`src/rtl/vram_scan_arbiter.sv`:
```
// vram_scan_arbiter: shares one single-port, synchronous-read pixel RAM
// between VGA scanout (absolute priority, never stalled) and a host port
// using a req/ack handshake. Read data returns to its owner through a
// 2-stage {valid, owner} tag pipeline with a fixed 3-cycle latency.
//
// Ports:
//   CLOCK_25M, RESET_N          pixel clock, async active-low reset
//   DISP_REQ/DISP_ADDR          scanout read request
//   DISP_DATA/DISP_VALID        scanout read return
//   HOST_REQ/WE/ADDR/WDATA      host access request (level, held until ACK)
//   HOST_ACK                    one-cycle grant pulse
//   HOST_RDATA/HOST_RVALID      host read return
//   HOST_STARVED                host has waited STARVE_LIMIT cycles
//   RAM_EN/WE/ADDR/WDATA/RDATA  RAM command and registered read data
module vram_scan_arbiter #(
  parameter int unsigned ADDR_W       = 13,
  parameter int unsigned DATA_W       = 12,
  parameter int unsigned STARVE_LIMIT = 1023
) (
  input  logic              CLOCK_25M,
  input  logic              RESET_N,
  input  logic              DISP_REQ,
  input  logic [ADDR_W-1:0] DISP_ADDR,
  output logic [DATA_W-1:0] DISP_DATA,
  output logic              DISP_VALID,
  input  logic              HOST_REQ,
  input  logic              HOST_WE,
  input  logic [ADDR_W-1:0] HOST_ADDR,
  input  logic [DATA_W-1:0] HOST_WDATA,
  output logic              HOST_ACK,
  output logic [DATA_W-1:0] HOST_RDATA,
  output logic              HOST_RVALID,
  output logic              HOST_STARVED,
  output logic              RAM_EN,
  output logic              RAM_WE,
  output logic [ADDR_W-1:0] RAM_ADDR,
  output logic [DATA_W-1:0] RAM_WDATA,
  input  logic [DATA_W-1:0] RAM_RDATA
);

  localparam int unsigned WAIT_W = 10;
  localparam logic [WAIT_W-1:0] STARVE_MAX = WAIT_W'(STARVE_LIMIT);

  typedef enum logic [0:0] {
    IDLE  = 1'b0,
    ACKED = 1'b1
  } state_t;

  // Return-path tag: valid read in flight, and whether the host owns it.
  typedef struct packed {
    logic valid;
    logic host;
  } tag_t;

  state_t            state, state_nxt;
  logic [WAIT_W-1:0] wait_cnt, wait_cnt_nxt;
  tag_t              tag_s1, tag_s2, tag_s1_nxt;
  logic              host_grant_c;
  logic              ram_en_nxt, ram_we_nxt;
  logic [ADDR_W-1:0] ram_addr_nxt;
  logic [DATA_W-1:0] ram_wdata_nxt;

  // Arbitration, handshake FSM and starvation counter next-state logic.
  always_comb begin
    state_nxt     = state;
    wait_cnt_nxt  = wait_cnt;
    host_grant_c  = 1'b0;
    tag_s1_nxt    = '0;
    ram_en_nxt    = 1'b0;
    ram_we_nxt    = 1'b0;
    ram_addr_nxt  = RAM_ADDR;
    ram_wdata_nxt = RAM_WDATA;

    case (state)
      IDLE: begin
        if (HOST_REQ && !DISP_REQ) begin
          host_grant_c = 1'b1;
          state_nxt    = ACKED;
          wait_cnt_nxt = '0;
        end else if (HOST_REQ) begin
          if (wait_cnt != STARVE_MAX) wait_cnt_nxt = wait_cnt + WAIT_W'(1);
        end else begin
          wait_cnt_nxt = '0;
        end
      end
      ACKED:   state_nxt = IDLE;
      default: state_nxt = IDLE;
    endcase

    if (DISP_REQ) begin
      ram_en_nxt       = 1'b1;
      ram_addr_nxt     = DISP_ADDR;
      tag_s1_nxt.valid = 1'b1;
      tag_s1_nxt.host  = 1'b0;
    end else if (host_grant_c) begin
      ram_en_nxt       = 1'b1;
      ram_we_nxt       = HOST_WE;
      ram_addr_nxt     = HOST_ADDR;
      ram_wdata_nxt    = HOST_WDATA;
      tag_s1_nxt.valid = !HOST_WE;
      tag_s1_nxt.host  = 1'b1;
    end
  end

  // State, RAM command, tag pipeline and return-data registers.
  always_ff @(posedge CLOCK_25M or negedge RESET_N) begin
    if (!RESET_N) begin
      state        <= IDLE;
      wait_cnt     <= '0;
      tag_s1       <= '0;
      tag_s2       <= '0;
      RAM_EN       <= 1'b0;
      RAM_WE       <= 1'b0;
      RAM_ADDR     <= '0;
      RAM_WDATA    <= '0;
      HOST_ACK     <= 1'b0;
      HOST_STARVED <= 1'b0;
      DISP_VALID   <= 1'b0;
      DISP_DATA    <= '0;
      HOST_RVALID  <= 1'b0;
      HOST_RDATA   <= '0;
    end else begin
      state        <= state_nxt;
      wait_cnt     <= wait_cnt_nxt;
      tag_s1       <= tag_s1_nxt;
      tag_s2       <= tag_s1;
      RAM_EN       <= ram_en_nxt;
      RAM_WE       <= ram_we_nxt;
      RAM_ADDR     <= ram_addr_nxt;
      RAM_WDATA    <= ram_wdata_nxt;
      HOST_ACK     <= host_grant_c;
      // Registered from the next count so it tracks wait_cnt cycle-exactly.
      HOST_STARVED <= (wait_cnt_nxt == STARVE_MAX);
      DISP_VALID   <= tag_s2.valid && !tag_s2.host;
      HOST_RVALID  <= tag_s2.valid && tag_s2.host;
      if (tag_s2.valid && !tag_s2.host) DISP_DATA  <= RAM_RDATA;
      if (tag_s2.valid && tag_s2.host)  HOST_RDATA <= RAM_RDATA;
    end
  end

endmodule

```
`config.mk`:
```
export PLATFORM = sky130hd
export DESIGN_NAME = vram_scan_arbiter
export DESIGN_NICKNAME = d
export VERILOG_FILES = /design/src/rtl/vram_scan_arbiter.sv
export SDC_FILE = /design/constraint.sdc
export NUM_CORES = 1
export LEC_CHECK = 0
export CORE_MARGIN = 1
export CORE_UTILIZATION = 40
export DETAILED_ROUTE_END_ITERATION = 6
export HOLD_SLACK_MARGIN = 0.1
export PLACE_DENSITY_LB_ADDON = 0.2
export SYNTH_ARGS = -nofsm -noshare
export SYNTH_HDL_FRONTEND = slang
export SYNTH_SLANG_ARGS = --single-unit
```
`constraint.sdc`:
```
create_clock -name CLOCK_25M -period 1.7 [get_ports CLOCK_25M]
set_clock_uncertainty 0.15 [all_clocks]
set_input_delay 0.34 -clock CLOCK_25M [delete_from_list [all_inputs] [get_ports CLOCK_25M]]
set_output_delay 0.34 -clock CLOCK_25M [all_outputs]
set_load 0.02 [all_outputs]
```
==> reports/results.ini <==
[final_layout]
multiInputGateArea_sq_um = 1240
fin_area_sq_um = 4690
syn2layout_area_growth_pct = 59.2
drive_gt1_share_pct = 29.6
final_util_pct = 67.5
nFillCells = 545
nets = 437
antenna_cells = 0
seqCellArea_sq_um = 1730

[yosys]
syn_avg_cell_area_sq_um = 12.7
synthesis.area_sq_um = 2950
synth.distinct_cells = 41
netlist_top_cells_area = dfrtp_1 (59%), mux2_2 (14%), mux2i_1 (4.4%)
synth_warnings = 0
ys_ff_latch = 69
synth_top_area_share_pct = 58.6
ys_async_sr_fraction_pct = 100
synth_cells = 232
yosysTopAreaCell = dfrtp_1
synth_nets = 288
synth_seq_area_share_pct = 58.6
synth_edf_count = 0
synth_flop_cell = dfrtp_1
synthTopCellsByCount = dfrtp_1 (69), mux2_2 (36), nor2_1 (18), a21oi_1 (17), mux2i_1 (13)
yosysMostFrequentCell = dfrtp_1

[sta]
rsz0062_at_grt = true
worst_pin_slew_ns = 0.427
final-hold-violation-count = 0
fmax_mhz = 531
fin_tns_setup_ns = -0.283
finalSetupViolations = 4
hold_ws_ns = 0.200
min_period_ns = 1.88
period_share_pct = 111
relSlewSlack_pct = 71.3
slew_violations = 0
worst_slack_ns = -0.183

[route]
antenna_left = 0
drt-pass1-iter-count = 4
totalWireLength_mm = 7.15
drt_drc_violations_left = 0
wl_per_cell_um = 14.9
vias_per_cell = 5.12
drt_iter0_markers = 87
vias = 2465

[status]
status = finished with violations
violations = negative setup slack

[worst_setup_path]
worstSetupStartpointType = register
arrival_ns = 1.97
end_kind = register
required_ns = 1.79
worst-setup-path-type = register to register
reg2reg_from = wait_cnt[0]$_DFF_PN0_
ff2ff_path_depth = 6
r2r-end = HOST_STARVED$_DFF_PN0_
crit_fanout = 7
regToRegSetupSlack_ns = -0.18

[floorplan]
core_area_sq_um = 6940
boundaryPins = 110
initial_core_util_pct = 42.4
die-area_sq_um = 7710
row_count = 30
die_y_um = 87.8
die_width_um = 87.8

[flow_run]
drv_cap = 0

[power_and_ir_drop]
power_density_nw_per_um2 = 919
p_leak_nw = 2.17
ir_drop_uv = 500

[clocking]
cts_tree = built
ctsLongestPathBuffers = 2
cts_sinks = 69
clk_pin_slew_ns = 0.07
htree_num_levels = 3
worst_skew_pair.late_latency_ns = 0.34
cts_made_buffers = 9
cts_root_buf = clkbuf_8

[placement]
io_buffers = 109
dp_hpwl_mm = 5.00
place_area_sq_um = 4420
place_ws_ns = -0.607
place_congestion = 0.857

[grt]
grt_pass1_wl_mm = 11.4
antenna_found_initial = 0
overflow = 0
grt_max_degree = 31
grt_pass1_vias = 2437
track_usage_pct = 19.6

[worst_hold_path]
min-delay-path-class = register to register
holdPathEnd = tag_s2[1]$_DFF_PN0_
min_from = tag_s1[1]$_DFF_PN0_
whs_path_depth = 0

==> per-stage QoR <==
stage,std cells,power [W]
global route,481,0.00452
global placement,457,0.00315
floorplan,232,0.00250
CTS,474,0.00434
detailed placement,457,0.00318
finish,481,0.00431
==> worst max-delay path by stage <==
stage | startpoint | end | slack (ns)
2_1_floorplan | HOST_ACK$_DFF_PN0_ | HOST_STARVED$_DFF_PN0_ | -0.05
3_3_place_gp | DISP_REQ | HOST_STARVED$_DFF_PN0_ | -0.50
3_5_place_dp | HOST_REQ | HOST_STARVED$_DFF_PN0_ | -0.61
4_1_cts | wait_cnt[0]$_DFF_PN0_ | HOST_STARVED$_DFF_PN0_ | -0.19
5_1_grt | wait_cnt[0]$_DFF_PN0_ | HOST_STARVED$_DFF_PN0_ | -0.29
6_report | wait_cnt[0]$_DFF_PN0_ | HOST_STARVED$_DFF_PN0_ | -0.18
==> kinds of logic after synthesis <==
group           count (synthesis)  share of synthesized area (%)
mux                            49                           18.2
compound gates                 41                           9.38
buf+inv                        17                           2.84
flops                          69                           58.6
fa+ha+maj                       1                          0.425
simple gates                   55                           10.6
==> report_power, final <==
group | switching [W] | internal, W
combinational | 0.000537 | 0.000525
sequential | 0.0000965 | 0.00185
clock | 0.000591 | 0.000713
total | 0.00123 | 0.00309
==> critical path, cell delays in order, from the launching register on <==
cell	delay [ns]
dfrtp_1	0.39
buf_4	0.15
nand3_4	0.13
o41ai_2	0.37
or3_4	0.21
o221ai_2	0.09
nor4b_2	0.29
==> registers in the layout, summed over array words and instances, names as in the netlist <==
signal and cells:
DISP_DATA 12, DISP_VALID 1, HOST_ACK 1, HOST_RDATA 12
HOST_RVALID 1, HOST_STARVED 1, RAM_ADDR 13, RAM_EN 1
RAM_WDATA 12, RAM_WE 1, tag_s1 2, tag_s2 2
wait_cnt 10
==> routing by layer <==
layer  share of wire (%)  track usage [%]  up-vias
li1                    -                -     1139
met5                   0                0        -
met2                  48             32.1      103
met3                 8.2             6.22       13
met1                  41             23.8     1210
met4                 1.9             8.94        0
==> cells in the final DEF (no fill, tap or decap), types with 4 or more instances in the layout <==
cell type / instances
dfrtp_1: 68
dlygate4sd2_1: 56
clkdlybuf4s50_1: 51
mux2_2: 36
buf_4: 35
a21oi_1: 17
nor2_1: 17
mux2i_1: 13
clkbuf_8: 10
nand2_1: 9
o21ai_0: 6
nand3_1: 4
nand4_1: 4
buf_12: 4
==> timing repair <==
action,in CTS,in global routing
hold endpoints to repair,13,0
buffers inserted,1,5
endpoints found under the setup margin,62,17
pin swaps,5,7
hold buffers,1,0
gates resized for setup,64,7
cloned,0,2
==> cell type report <==
class | instances | area share (%)
clock buffer | 12 | 3.09
tap | 96 | 2.56
timing repair buffer | 151 | 29.8
sequential | 69 | 36.8
inverter | 3 | 0.240
clock inverter | 3 | 0.987
multi-input combinational | 147 | 26.4
No activity file was read; power rests on OpenSTA's default activity.
